## config.mk

```make
export PLATFORM = sky130hd
export DESIGN_NAME = uart_rx
export DESIGN_NICKNAME = d
export VERILOG_FILES = /design/src/rtl/uart_pkg.sv /design/src/rtl/uart_sync2.sv /design/src/rtl/uart_rx.sv
export SDC_FILE = /design/constraint.sdc
export NUM_CORES = 1
export LEC_CHECK = 0
export CORE_MARGIN = 3
export CORE_UTILIZATION = 48
export CTS_BUF_LIST = sky130_fd_sc_hd__clkbuf_8 sky130_fd_sc_hd__clkbuf_16
export DETAILED_ROUTE_END_ITERATION = 16
export PLACE_DENSITY_LB_ADDON = 0.25
export SYNTH_ARGS = -nofsm -noshare
export SYNTH_HDL_FRONTEND = slang
export SYNTH_SLANG_ARGS = --single-unit
```

## constraint.sdc

```tcl
create_clock -name clk -period 3.5 [get_ports clk]
set_input_delay 0.35 -clock clk [delete_from_list [all_inputs] [get_ports clk]]
set_output_delay 0.35 -clock clk [all_outputs]
set_load 0.005 [all_outputs]
```

## src/rtl/uart_pkg.sv

```systemverilog
// uart_pkg: shared UART definitions.
//   - uart_rx_state_t : receiver FSM state encoding
//   - UART_OVERSAMPLE : oversample ratio, shared with the baud generator divider
//   - uart_parity()   : XOR parity over the low nbits of a word, reused by the transmitter
package uart_pkg;

  localparam int unsigned UART_OVERSAMPLE = 16;
  localparam int unsigned UART_MAX_BITS   = 9;

  typedef enum logic [2:0] {
    IDLE,
    START,
    DATA,
    PARITY,
    STOP
  } uart_rx_state_t;

  // Even parity of data[nbits-1:0]; inverted for odd parity.
  function automatic logic uart_parity(input logic [UART_MAX_BITS-1:0] data,
                                       input int unsigned nbits,
                                       input logic odd);
    logic p;
    p = odd;
    for (int unsigned i = 0; i < UART_MAX_BITS; i++) begin
      if (i < nbits) p = p ^ data[i];
    end
    return p;
  endfunction

endpackage

```

## src/rtl/uart_sync2.sv

```systemverilog
// uart_sync2: two-flop synchroniser for an asynchronous single-bit input.
// Ports:
//   clk  - destination clock
//   rst  - asynchronous active-high reset, flops load RST_VAL
//   d_i  - asynchronous input
//   q_o  - synchronised output (2 clk latency)
module uart_sync2 #(
  parameter logic RST_VAL = 1'b1
) (
  input  logic clk,
  input  logic rst,
  input  logic d_i,
  output logic q_o
);

  logic meta_q;
  logic sync_q;

  always_ff @(posedge clk or posedge rst) begin
    if (rst) begin
      meta_q <= RST_VAL;
      sync_q <= RST_VAL;
    end else begin
      meta_q <= d_i;
      sync_q <= meta_q;
    end
  end

  assign q_o = sync_q;

endmodule

```

## src/rtl/uart_rx.sv

```systemverilog
// uart_rx: oversampling UART receiver with a one-entry valid/ready holding register.
// Ports:
//   clk, rst     - system clock, asynchronous active-high reset
//   rx_tick      - oversample square wave; each rising edge is one sample instant
//   rx           - asynchronous serial line, idle high
//   out_data     - received word, LSB first on the wire
//   out_valid    - holding register full; out_ready accepts it
//   busy         - frame in progress
//   frame_err    - pulse: stop bit sampled low
//   parity_err   - pulse: parity mismatch
//   overrun_err  - pulse: frame completed while the holding register was full
module uart_rx
  import uart_pkg::*;
#(
  parameter int unsigned DATA_BITS  = 8,
  parameter int unsigned OVERSAMPLE = UART_OVERSAMPLE,
  parameter bit          PARITY_EN  = 1'b0,
  parameter bit          PARITY_ODD = 1'b0
) (
  input  logic                 clk,
  input  logic                 rst,
  input  logic                 rx_tick,
  input  logic                 rx,
  output logic [DATA_BITS-1:0] out_data,
  output logic                 out_valid,
  input  logic                 out_ready,
  output logic                 busy,
  output logic                 frame_err,
  output logic                 parity_err,
  output logic                 overrun_err
);

  localparam int unsigned CNT_W = $clog2(OVERSAMPLE);
  localparam int unsigned BIT_W = $clog2(DATA_BITS + 1);
  localparam logic [CNT_W-1:0] CNT_HALF = CNT_W'(OVERSAMPLE / 2 - 1);
  localparam logic [CNT_W-1:0] CNT_LAST = CNT_W'(OVERSAMPLE - 1);
  localparam logic [BIT_W-1:0] BIT_LAST = BIT_W'(DATA_BITS - 1);

  uart_rx_state_t       state_q;
  logic [CNT_W-1:0]     cnt_q;
  logic [BIT_W-1:0]     bit_idx_q;
  logic [DATA_BITS-1:0] shift_q;
  logic                 par_err_q;
  logic                 armed_q;
  logic                 rx_tick_d_q;
  logic [DATA_BITS-1:0] out_data_q;
  logic                 out_valid_q;
  logic                 busy_q;
  logic                 frame_err_q;
  logic                 parity_err_q;
  logic                 overrun_err_q;

  logic rx_s;
  logic tick_en_c;
  logic cnt_last_c;
  logic hold_free_c;

  uart_sync2 #(.RST_VAL(1'b1)) u_sync (
    .clk (clk),
    .rst (rst),
    .d_i (rx),
    .q_o (rx_s)
  );

  assign tick_en_c   = rx_tick & ~rx_tick_d_q;
  assign cnt_last_c  = (cnt_q == CNT_LAST);
  // A simultaneous accept frees the register for a same-cycle load.
  assign hold_free_c = ~out_valid_q | out_ready;

  // Receiver FSM, counters, shift register and holding register.
  always_ff @(posedge clk or posedge rst) begin
    if (rst) begin
      state_q       <= IDLE;
      cnt_q         <= '0;
      bit_idx_q     <= '0;
      shift_q       <= '0;
      par_err_q     <= 1'b0;
      armed_q       <= 1'b0;
      rx_tick_d_q   <= 1'b0;
      out_data_q    <= '0;
      out_valid_q   <= 1'b0;
      busy_q        <= 1'b0;
      frame_err_q   <= 1'b0;
      parity_err_q  <= 1'b0;
      overrun_err_q <= 1'b0;
    end else begin
      rx_tick_d_q   <= rx_tick;
      frame_err_q   <= 1'b0;
      parity_err_q  <= 1'b0;
      overrun_err_q <= 1'b0;

      if (out_valid_q && out_ready) out_valid_q <= 1'b0;

      if (tick_en_c) begin
        // Arming only after seeing the line high keeps a low-held line from looking like a start.
        if (rx_s) armed_q <= 1'b1;

        case (state_q)
          IDLE: begin
            if (armed_q && !rx_s) begin
              state_q   <= START;
              cnt_q     <= '0;
              par_err_q <= 1'b0;
              busy_q    <= 1'b1;
            end
          end

          START: begin
            if (cnt_q == CNT_HALF) begin
              cnt_q     <= '0;
              bit_idx_q <= '0;
              if (!rx_s) begin
                state_q <= DATA;
              end else begin
                state_q <= IDLE;
                busy_q  <= 1'b0;
              end
            end else begin
              cnt_q <= cnt_q + CNT_W'(1);
            end
          end

          DATA: begin
            if (cnt_last_c) begin
              shift_q <= {rx_s, shift_q[DATA_BITS-1:1]};
              cnt_q   <= '0;
              if (bit_idx_q == BIT_LAST) begin
                bit_idx_q <= '0;
                state_q   <= PARITY_EN ? PARITY : STOP;
              end else begin
                bit_idx_q <= bit_idx_q + BIT_W'(1);
              end
            end else begin
              cnt_q <= cnt_q + CNT_W'(1);
            end
          end

          PARITY: begin
            if (cnt_last_c) begin
              par_err_q <= (rx_s != uart_parity(UART_MAX_BITS'(shift_q), DATA_BITS, PARITY_ODD));
              cnt_q     <= '0;
              state_q   <= STOP;
            end else begin
              cnt_q <= cnt_q + CNT_W'(1);
            end
          end

          STOP: begin
            if (cnt_last_c) begin
              cnt_q   <= '0;
              state_q <= IDLE;
              busy_q  <= 1'b0;
              if (!rx_s) begin
                frame_err_q <= 1'b1;
              end else if (par_err_q) begin
                parity_err_q <= 1'b1;
              end else if (hold_free_c) begin
                out_data_q  <= shift_q;
                out_valid_q <= 1'b1;
              end else begin
                overrun_err_q <= 1'b1;
              end
            end else begin
              cnt_q <= cnt_q + CNT_W'(1);
            end
          end

          default: begin
            state_q <= IDLE;
            cnt_q   <= '0;
            busy_q  <= 1'b0;
          end
        endcase
      end
    end
  end

  assign out_data    = out_data_q;
  assign out_valid   = out_valid_q;
  assign busy        = busy_q;
  assign frame_err   = frame_err_q;
  assign parity_err  = parity_err_q;
  assign overrun_err = overrun_err_q;

endmodule

```

==> flow_summary.json, run 1 <==
{
  "synth-main-ff-cell": "dfrtp_1",
  "drv_cap": 0,
  "cp-end-kind": "flip-flop",
  "grt_max_degree": 28,
  "wl_met2_mm": 1.344,
  "drtPass1Iterations": 4,
  "syn_nets": 151,
  "ys_ff_latch": 37,
  "finalSetupTns_ps": 0,
  "ys_types": 46,
  "layout-area-overhead-vs-synth_pct": 16.03,
  "async_flop_share_pct": 100.0,
  "drc_errors": 0,
  "ios": 18,
  "multi_input_area_sq_um": 802.0,
  "period_minus_slack_ps": 2134,
  "rsz0062_at_grt": "no",
  "max-slew-margin-rel_pct": 56.92,
  "place_hpwl_mm": 2.125,
  "worst_pin_slew_ps": 644.8,
  "core_sq_um": 3468,
  "syn_inst": 144,
  "met1Wirelength_mm": 1.497,
  "wl_per_cell_um": 14.40,
  "highest_layer": "met4",
  "path_max_fanout": 16,
  "synth_edf_count": 0,
  "p_leak_nw": 0.9406,
  "layout-drive-gt1-share_pct": 21.47,
  "initial_core_util_pct": 51.55,
  "cts_sinks": 37,
  "num_vias": 1137,
  "hp-class": "in -> async",
  "peakVddDrop_mv": 0.3549,
  "reg2regPathDepth": 4,
  "post_cts_resized": 0,
  "ys_warn_count": 0,
  "antenna_found_initial": 0,
  "routabilityCongestion": 0.7495,
  "r2r_setup_slack_ps": 1370,
  "grt_pass1_wl_mm": 5.037,
  "ys_seq_area_share_pct": 51.92,
  "gr-total-overflow": 0,
  "ant_nets": 0,
  "cts_buffer_depth": 2,
  "critPathRequiredTime_ps": 3670,
  "reg2reg_from": "state_q[2]",
  "syn_avg_cell_area_sq_um": 12.42,
  "skew_ps": 6.821,
  "critical_path_class": "reg -> reg",
  "antenna_cells": 0,
  "fmax_ghz": 0.4686,
  "timing.final.hold_violations": 0,
  "port_buffers": 17,
  "period_share_pct": 60.97,
  "cts_tree": "built",
  "setup_viol": 0,
  "crit_path_start_kind": "flip-flop",
  "h-tree-depth": 2,
  "dieHeight_um": 67.03,
  "finalInstanceArea_sq_um": 2074,
  "first_global_vias": 1054,
  "viasPerCell": 5.440,
  "grtUsageTotal_pct": 15.29,
  "arrival_ps": 2310,
  "status": "finished, final reports clean",
  "routed-wl-met3_um": 113,
  "timing.hold.ws_ps": 351.5,
  "seq_area_sq_um": 928.4,
  "p_per_area_nw_per_um2": 523.9,
  "ctsHoldBuffers": 0,
  "fin_nets": 169,
  "die-area_sq_um": 4493,
  "maxSlewViolCount": 0,
  "numCtsBuffers": 5,
  "syn_area_sq_um": 1788,
  "cts-root-buf": "clkbuf_8",
  "postPlaceCellArea_sq_um": 1984,
  "reg2reg_to": "state_q[1]",
  "fp-row-count": 21,
  "insertion_delay_ps": 280,
  "clk_pin_slew_worst_paths_ps": 70,
  "routed_wl_mm": 3.010,
  "post_cts_buffers": 0,
  "first_iter_violations": 27,
  "die_width_um": 67.03,
  "nFillCells": 286
}
==> critical path: stages, from the launching register on <==
cell and delay, ps:
dfrtp_1 570, nor3b_1 620, o21ai_0 270, o211ai_1 200, mux2_2 360
==> where the power goes <==
group / switching (W) / leakage [nW] / total, W / internal, W
Clock: 0.000136 / 0.0538 / 0.000291 / 0.000154
Combinational: 0.000122 / 0.398 / 0.000235 / 0.000113
Sequential: 0.0000902 / 0.489 / 0.000561 / 0.000471
==> routing by layer <==
layer | vias to the layer above | global-route usage (%)
met5 | - | 0
met1 | 555 | 19.98
met2 | 15 | 22.82
met3 | 7 | 5.059
met4 | 0 | 6.835
li1 | 560 | -
==> registers in the layout (all words and copies together), names as in the netlist, 3 cells and up <==
name	cells
out_data	8
bit_idx_q	4
shift_q	8
cnt_q	4
state_q	3
==> cells in the final DEF, fill, tap and decap left out, types with 3 or more instances in the layout <==
cell type	n
dfrtp_1	35
nand2b_1	4
mux2_4	8
nor3b_1	3
clkbuf_8	6
xnor2_1	4
o21ai_0	9
a22o_1	3
mux2_2	11
nor2_1	5
nand3_1	3
nand2_1	5
xor2_1	3
inv_1	7
clkdlybuf4s50_1	17
a21oi_1	4
==> logic make-up after synthesis <==
| group | after synthesis | synth area share (%) |
|---|---|---|
| and+or+nand+nor | 38 | 13.37 |
| DFF | 37 | 51.92 |
| AOI/OAI and AO/OA | 27 | 11.20 |
| muxes | 20 | 14.21 |
| buffers and inverters | 12 | 3.219 |
| xor gates and xnor gates | 8 | 4.689 |
| adders and majority gates | 2 | 1.399 |
==> cell usage after synthesis (4+ instances only) <==
cell type	instances	area, sq um
o21ai_0	9	45.04
mux2_2	11	123.9
a21oi_1	4	20.02
inv_1	5	18.77
mux2_4	8	120.1
dfrtp_1	35	875.8
buf_2	4	20.02
nand2b_1	4	25.02
nand2_1	5	18.77
nor2_1	5	18.77
xnor2_1	4	35.03
==> per-stage QoR <==
step	total power (W)	util, %	std cells	worst slack, ps
finish	0.001087	59.81	209	1366
global route	0.001156	59.81	209	1188
CTS	0.001094	59.81	209	1407
detailed placement	0.0007975	57.22	201	1217
global placement	0.0007935	57.22	201	1267
floorplan	0.0007449	-	144	1559
==> worst max path at each step <==
stage	end	slack [ps]	startpoint	depth (start not counted)
final	state_q[1]	1370	state_q[2]	4
after CTS	state_q[1]	1410	state_q[2]	4
after global routing	state_q[1]	1190	state_q[2]	4
after floorplan	out_data[0]	1560	cnt_q[0]	6
after global placement	out_data[3]	1270	rx_tick	5
after detailed placement	out_data[3]	1220	rx_tick	5
==> area by class of cell <==
| type | instances | share of cell area [%] |
|---|---|---|
| clock inverters | 2 | 0.3619 |
| flip-flops and latches | 37 | 44.75 |
| multi-input cells | 95 | 38.66 |
| well taps | 46 | 2.774 |
| clock buffers | 6 | 3.981 |
| inverters | 5 | 0.9047 |
| repair buffers | 18 | 8.565 |
Note: power is estimated with default switching activity, not from simulation.
==> run 2, diff against run 1 <==
==> constraint.sdc (replaced) <==
create_clock -name clk -period 1.8 [get_ports clk]
set_input_delay 0.18 -clock clk [delete_from_list [all_inputs] [get_ports clk]]
set_output_delay 0.18 -clock clk [all_outputs]
set_load 0.005 [all_outputs]
==> run 2 against run 1 <==
Effect of this change: the run now ends with negative setup slack left; critical endpoint is now out_data[0]; clock skew is essentially flat; sequential share of layout area shrank 4.7 points; register-to-register slack lost 1500 ps; via count grew 12%; sequential cell count is the same; first-iteration DRC count grew 74%; clock power grew 96%; critical path type unchanged.
==> flow_summary.json, run 2 (synthesis gave the netlist of run 1 again) <==
{
  "initial_core_util_pct": 51.55,
  "routed_wl_mm": 3.628,
  "layout_commonest_cell": "dfrtp_1",
  "r2r_setup_slack_ps": -90,
  "fin_total_pwr_w": 0.002480,
  "ctsHoldBuffers": 0,
  "crit_family": "simple AND/OR/NAND/NOR gates",
  "cp_num_cells": 5,
  "clk_pin_slew_worst_paths_ps": 80,
  "setup_viol": 8,
  "p_leak_nw": 1.080,
  "cts_sinks": 37,
  "cts_buffer_depth": 2,
  "period_minus_slack_ps": 1892,
  "critPathRequiredTime_ps": 1980,
  "cts-root-buf": "clkbuf_8",
  "p_per_area_nw_per_um2": 1068,
  "reg2reg_from": "cnt_q[1]",
  "peakVddDrop_mv": 0.5581,
  "critical_path_class": "reg -> reg",
  "die-area_sq_um": 4493,
  "rsz0062_at_grt": "yes",
  "first_global_vias": 1328,
  "drtPass1Iterations": 4,
  "postPlaceCellArea_sq_um": 2182,
  "critical_path_buf_inv_count": 0,
  "h-tree-depth": 2,
  "timing.final.hold_violations": 0,
  "fmax_ghz": 0.5284,
  "finalInstanceArea_sq_um": 2322,
  "hp-class": "in -> async",
  "fin_nets": 199,
  "place_hpwl_mm": 2.581,
  "antenna_found_initial": 0,
  "fp-row-count": 21,
  "path_max_fanout": 8,
  "ant_nets": 0,
  "reg2regPathDepth": 5,
  "grt_pass1_wl_mm": 6.168,
  "violations": "negative setup slack",
  "insertion_delay_ps": 290,
  "drc_errors": 0,
  "ios": 18,
  "worst_pin_slew_ps": 453.4,
  "gr-total-overflow": 0,
  "antenna_cells": 0,
  "cts_tree": "built",
  "die_width_um": 67.03,
  "fin_ws_ps": -92.41,
  "grtUsageTotal_pct": 18.65,
  "port_buffers": 17,
  "max-slew-margin-rel_pct": 69.77,
  "status": "finished with violations",
  "cp_slowest_cell": "or4b_4",
  "routabilityCongestion": 0.8554,
  "numCtsBuffers": 5,
  "path_cells": "ha_2 > and3_4 > nand3_4 > or4b_4 > mux2_4",
  "mostFrequentLayoutCells": "dfrtp_1, buf_4, clkdlybuf4s50_1",
  "arrival_ps": 2070,
  "viasPerCell": 5.305,
  "reg2reg_to": "out_data[0]",
  "maxSlewViolCount": 0,
  "startpoint": "cnt_q[1]",
  "dieHeight_um": 67.03,
  "layout-drive-gt1-share_pct": 37.82,
  "max_stage_delay_ps": 590,
  "crit_path_start_kind": "flip-flop",
  "wl_per_cell_um": 15.18,
  "first_iter_violations": 47,
  "drv_cap": 0,
  "skew_ps": 6.519,
  "grt_max_degree": 38,
  "layout-area-overhead-vs-synth_pct": 29.88,
  "cp-end-kind": "flip-flop",
  "core_sq_um": 3468,
  "cp-endpoint": "out_data[0]",
  "num_vias": 1268,
  "period_share_pct": 105.1
}
==> run 2: changes by cell type in the layout (fill, tap and decap cells not counted), moves of 2 or more <==
cell / before / now
dfrtp_1: 35 / 33
buf_4: 1 / 31
clkinv_2: 0 / 2
inv_1: 7 / 5
dfrtp_2: 0 / 2
==> run 2: metal layers <==
layer | GRT usage [%] | vias up | routed length [um]
met1 | 23.66 | 629 | 1662
met4 | 7.848 | 0 | 52
met3 | 5.228 | 5 | 120
li1 | - | 615 | -
met2 | 29.57 | 19 | 1793
met5 | 0 | - | 0
==> run 2: area by class of cell <==
cell class	count	area (sq um)
Inverter	5	18.77
Clock inverter	3	17.52
Timing Repair Buffer	48	402.9
Tap cell	46	57.56
Multi-Input combinational cell	95	825.8
Fill cell	268	1146
Sequential cell	37	930.9
Clock buffer	5	68.82
==> run 2: tightest hold or removal path: stages <==
cell,delay (ps)
clkdlybuf4s50_1,400
inv_1,50
buf_4,400
==> run 2: worst min-delay path by stage <==
stage | startpoint | to | slack (ps)
3_3_place_gp | u_sync.meta_q | u_sync.q_o | 350
2_1_floorplan | rx | u_sync.meta_q | 180
4_1_cts | rx | u_sync.meta_q | 280
3_5_place_dp | u_sync.meta_q | u_sync.q_o | 350
6_report | rst | cnt_q[2] | 300
5_1_grt | rx | u_sync.meta_q | 290
==> run 2: timing repair <==
action | CTS | global route
gates resized for setup | 2 | 6
gates cloned | 0 | 0
setup endpoints to repair | 18 | 16
pin swaps | 1 | 4
buffers inserted | 1 | 3
hold endpoints to repair | 0 | 0
==> run 2: through the flow <==
stage / setup TNS, ps / instances / hold slack (ps) / worst slack, ps / utilization, %
after global placement: -1272 / 227 / 347.3 / -146.1 / 62.91
after CTS: -697.7 / 236 / 284.7 / -96.43 / 65.98
after floorplan: -837.5 / 144 / 184.5 / -104.7 / -
final: -656.7 / 239 / 295.9 / -92.41 / 66.96
after global routing: -1055 / 239 / 285.7 / -122.8 / 66.96
after detailed placement: -1544 / 227 / 349.1 / -178.6 / 62.91
==> run 2: where the power goes <==
part           total [W]  switching, W  leakage [nW]  internal [W]
sequential       0.00103      0.000108         0.487      0.000921
combinational   0.000880      0.000402         0.549      0.000478
clock           0.000571      0.000304        0.0439      0.000267
total            0.00248      0.000814          1.08       0.00167
==> run 3, diff against run 2 <==
--- a/config.mk
+++ b/config.mk
@@ -9,6 +9,7 @@
 export CORE_UTILIZATION = 48
 export CTS_BUF_LIST = sky130_fd_sc_hd__clkbuf_8 sky130_fd_sc_hd__clkbuf_16
 export DETAILED_ROUTE_END_ITERATION = 16
+export HOLD_SLACK_MARGIN = 0.03
 export PLACE_DENSITY_LB_ADDON = 0.25
 export SYNTH_ARGS = -nofsm -noshare
 export SYNTH_HDL_FRONTEND = slang
==> results of run 3 <==
The final DEF is identical to that of run 2; final timing and power are the same.
==> edit 1, RTL diff (config.mk and constraints of run 1) <==
`RST_VAL` is set to 1'b1 in 2 places; all go to 1'b0.
--- a/src/rtl/uart_sync2.sv
+++ b/src/rtl/uart_sync2.sv
@@ -5,7 +5,7 @@
 //   d_i  - asynchronous input
 //   q_o  - synchronised output (2 clk latency)
 module uart_sync2 #(
-  parameter logic RST_VAL = 1'b1
+  parameter logic RST_VAL = 1'b0
 ) (
   input  logic clk,
   input  logic rst,
--- a/src/rtl/uart_rx.sv
+++ b/src/rtl/uart_rx.sv
@@ -55,7 +55,7 @@
   logic cnt_last_c;
   logic hold_free_c;
 
-  uart_sync2 #(.RST_VAL(1'b1)) u_sync (
+  uart_sync2 #(.RST_VAL(1'b0)) u_sync (
     .clk (clk),
     .rst (rst),
     .d_i (rx),
Function: changed (Yosys sat finds a counterexample within 4 cycles, from zero or initial values and one cycle with rst high).
==> edit 1 against run 1 <==
Power is essentially flat. Worst hold slack gained 0.0097 ns. Critical path type unchanged. Critical endpoint is now bit_idx_q[2]. Final area shrank 0.12%. Synthesized cell count is the same. Setup slack gained 0.050 ns. Synthesized area shrank 0.14%. Sequential cell count is the same. Wire length grew 0.83%.
==> edit 1: results (changes against run 1) <==
.. list-table::
   :header-rows: 1

   * - Metric
     - Value
   * - Result of the run
     - completed
   * - Number of global-route vias before repair
     - 1,126 (+6.8%)
   * - Maximum single-stage delay on the critical path
     - 0.54 ns (-0.08 ns)
   * - Total length of routed wires
     - 3035 um (+0.83%)
   * - Worst Clk Skew
     - 0.005101 ns (-0.001720 ns)
   * - Metal-1 WL
     - 1418 um (-5.3%)
   * - Number of DRC violations after detailed-routing iteration 0
     - 34 (+26%)
   * - Layout cells sized above 1
     - 0.2099 (-0.004847)
   * - Synth cell types
     - 45 (-2.2%)
   * - Adder-Cell Fraction of Synth Area
     - 0.01402 (+0.00001962)
   * - CP Max Fanout
     - 11 (-5)
   * - Leakage power of the design
     - 0.9324 nW (-0.88%)
   * - Clk buf depth
     - 2 (unchanged)
   * - Synthesized-area fraction occupied by ao, oa, aoi and oai cells
     - 0.1121 (+0.0001569)
   * - GRT Overall Usage
     - 0.1592 (+0.006285)
   * - Metal3 WL
     - 126 um (+12%)
   * - Global-route wire length before repair
     - 5202 um (+3.3%)
   * - Arrival time at the worst endpoint
     - 2.25 ns (-0.06 ns)
   * - Total met2 wirelength after detailed routing
     - 1466 um (+9.1%)
   * - Total of fill cells in the finished design
     - 293 (+2.4%)
   * - Category of cells accounting for the largest share of critical-path delay
     - compound AO/OA/AOI/OAI gates
   * - Area contributors post-synth
     - dfrtp_1 (52%), mux2_2 (6.9%), mux2_4 (6.7%)
   * - Worst slack after detailed placement
     - 1.201 ns (-0.01595 ns)
   * - Sequential-to-total area share from yosys stat
     - 0.5186 (-0.0006738)
   * - Final estimated routing congestion in global placement
     - 0.7473 (-0.29%)
   * - Max_slew headroom
     - 0.6380 (+0.06874)
   * - Type of the worst min-delay path
     - flip-flop to flip-flop
   * - Post-synthesis xor/xnor area fraction
     - 0.04695 (+0.00006571)
   * - Vias per cell
     - 5.500 (+1.1%)
   * - Standard cell with the maximum stage delay on the critical path
     - a2111oi_4
   * - Combined flip-flop and latch cell area
     - 925.9 um^2 (-0.27%)
   * - Post-placement cell area
     - 0.001982 mm^2 (-0.13%)
   * - Detailed placement HPWL
     - 2139 um (+0.66%)
   * - Leading post-synthesis cells by instance count
     - dfrtp_1 (37), mux2_2 (11), o21ai_0 (9), mux2_4 (8)
[edit 1: cell count changes after synthesis]
cell	run 1	this run
dfrtp_1	35	37
dfstp_2	2	0
[edit 1: final cells by class]
type,instances,area share
clock buffer,6,0.03986
multi-input combinational,95,0.3871
timing repair buffer,18,0.08575
inverter,5,0.009058
tap,46,0.02778
sequential,37,0.4469
clock inverter,1,0.003623
[edit 1: final timing paths]
path | from | endpoint | slack [ns]
worst max-delay path | state_q[0] | bit_idx_q[2] | 1.42
worst min register to register | u_sync.meta_q | u_sync.q_o | 0.36
worst max register to register | state_q[0] | bit_idx_q[2] | 1.42
max in group asynchronous | rst | bit_idx_q[2] | 2.71
worst min-delay path | u_sync.meta_q | u_sync.q_o | 0.36
min in group asynchronous | rst | u_sync.q_o | 0.47
[edit 1: power by group]
| group | internal [mW] | leakage, nW | switching, mW |
|---|---|---|---|
| Combinational | 0.113 | 0.398 | 0.123 |
| Sequential | 0.470 | 0.492 | 0.0881 |
| Clock | 0.155 | 0.0433 | 0.138 |
| Total | 0.739 | 0.932 | 0.349 |
[edit 1: routing by layer]
layer,vias up,global-route usage
li1,559,-
met1,558,0.2013
met2,23,0.2426
met3,4,0.06239
met4,0,0.06329
met5,-,0
[edit 1: kinds of logic (layout without fill, tap and decap cells)]
kind of cell	after synthesis	after routing
buffers and inverters	12	30
multiplexers	20	20
AND/OR/NAND/NOR	38	38
flip-flops	37	37
adder cells (fa/ha/maj)	2	2
AO/OA/AOI/OAI	27	27
XOR/XNOR	8	8
[edit 1: worst register-to-register path, delay by kind of cell (launching register included)]
family           cells  cell delay [ns]
AO/OA/AOI/OAI        3             0.93
AND/OR/NAND/NOR      1             0.51
flip-flops           1             0.53
[edit 1: per-stage QoR]
step           hold WS [ns]  std cells  total power, mW
3_5_place_dp         0.3380        201           0.7979
5_1_grt              0.3711        208            1.158
2_1_floorplan        0.3312        144           0.7441
6_report             0.3612        208            1.088
3_3_place_gp         0.3386        201           0.7920
4_1_cts              0.3644        208            1.096
==> edit 2, RTL diff (config.mk and constraints of run 1) <==
Made on the original files. Make the reset (`rst`) synchronous in 2 clocked blocks. Comments in the files are not updated.
--- a/src/rtl/uart_sync2.sv
+++ b/src/rtl/uart_sync2.sv
@@ -16,7 +16,7 @@
   logic meta_q;
   logic sync_q;
 
-  always_ff @(posedge clk or posedge rst) begin
+  always_ff @(posedge clk) begin
     if (rst) begin
       meta_q <= RST_VAL;
       sync_q <= RST_VAL;
--- a/src/rtl/uart_rx.sv
+++ b/src/rtl/uart_rx.sv
@@ -68,7 +68,7 @@
   assign hold_free_c = ~out_valid_q | out_ready;
 
   // Receiver FSM, counters, shift register and holding register.
-  always_ff @(posedge clk or posedge rst) begin
+  always_ff @(posedge clk) begin
     if (rst) begin
       state_q       <= IDLE;
       cnt_q         <= '0;
Behaviour: differs if rst is asserted again (counterexample within 4 cycles, from zero or initial values and one cycle with rst high); with rst held inactive, the same outputs for 10 cycles.
==> edit 2 against run 1 <==
Sequential cell count stayed put. Synthesized area is 7.6% lower. Clock skew is 0.00068 ns lower. Worst hold slack better by 0.074 ns. Final area is 7.3% lower. Wire length hardly changed. Setup slack better by 0.14 ns. Global-route usage is 0.81 points higher. Critical path type is now input port to flip-flop. Highest routed layer unchanged.
Power is not compared: it rests on default switching activity, and its combinational part moved more than twofold at a synthesized area within 25%.
==> edit 2: results (changes against run 1) <==
.. list-table::
   :header-rows: 1

   * - Metric
     - Value
   * - Adder-Cell Fraction of Synth Area
     - 0.01514 (+0.001144)
   * - Async SR Flop Fraction
     - 0 (-1.000)
   * - Detailed placement HPWL
     - 2154 um (+1.4%)
   * - Leading post-synthesis cells by instance count
     - dfxtp_1 (37), nor2_1 (29), mux2i_1 (19), a21oi_1 (12), nand2_1 (11)
   * - Total length of routed wires
     - 3011 um (about the same)
   * - Result of the run
     - completed
   * - Global-route wire length before repair
     - 5416 um (+7.5%)
   * - Maximum single-stage delay on the critical path
     - 0.49 ns (-0.13 ns)
   * - Routing usage on met1
     - 0.2088 (+0.009042)
   * - Arrival time at the worst endpoint
     - 2.12 ns (-0.19 ns)
   * - Tot Pwr
     - 0.7135 mW
   * - Type of the worst min-delay path
     - flip-flop to flip-flop
   * - Worst slack after detailed placement
     - 1.248 ns (+0.03136 ns)
   * - Area contributors post-synth
     - dfxtp_1 (45%), mux2i_1 (12%), nor2_1 (6.6%)
   * - Worst-case reg-to-reg path depth
     - 7 (+3)
   * - Sequential-to-total area share from yosys stat
     - 0.4481 (-0.07110)
   * - Final estimated routing congestion in global placement
     - 0.7747 (+3.4%)
   * - DP Cell Count
     - 238 (+18%)
   * - Layout cells sized above 1
     - 0.07000 (-0.1447)
   * - Launching point of the worst reg2reg path
     - cnt_q[0]
   * - Via count
     - 1,298 (+14%)
   * - Max_slew headroom
     - 0.3477 (-0.2215)
   * - GRT Overall Usage
     - 0.1610 (+0.008109)
   * - Global Route met3 Usage
     - 0.04853 (-0.002063)
   * - Met2 Use GR
     - 0.2655 (+0.03724)
   * - Synth cell types
     - 39 (-15%)
   * - Category of cells accounting for the largest share of critical-path delay
     - compound AO/OA/AOI/OAI gates
   * - Metal3 WL
     - 125 um (+11%)
   * - Final nets
     - 208 (+23%)
   * - Post-placement cell area
     - 0.001849 mm^2 (-6.8%)
## edit 2: changes by cell type after synthesis, moves of 6 or more
cell	before	now
mux2i_1	1	19
mux2_2	11	0
nand2_1	5	11
a21oi_1	4	12
dfxtp_1	0	37
dfrtp_1	35	0
mux2_4	8	0
nor2_1	5	29
## edit 2: layout make-up
cell class / instances / area share
multi-input combinational: 136 / 0.4476
timing repair buffer: 19 / 0.09629
clock inverter: 1 / 0.002602
tap: 44 / 0.02863
clock buffer: 5 / 0.03578
inverter: 2 / 0.003904
sequential: 37 / 0.3852
## edit 2: worst max-delay path by stage
stage	depth (start not counted)	slack, ns	end	from
6_report	6	1.50	state_q[2]	rx_tick
5_1_grt	7	1.33	out_data[7]	rx_tick
4_1_cts	6	1.53	state_q[2]	rx_tick
3_5_place_dp	6	1.25	state_q[2]	rx_tick
3_3_place_gp	6	1.32	state_q[2]	rx_tick
2_1_floorplan	7	1.81	out_data[2]	cnt_q[0]
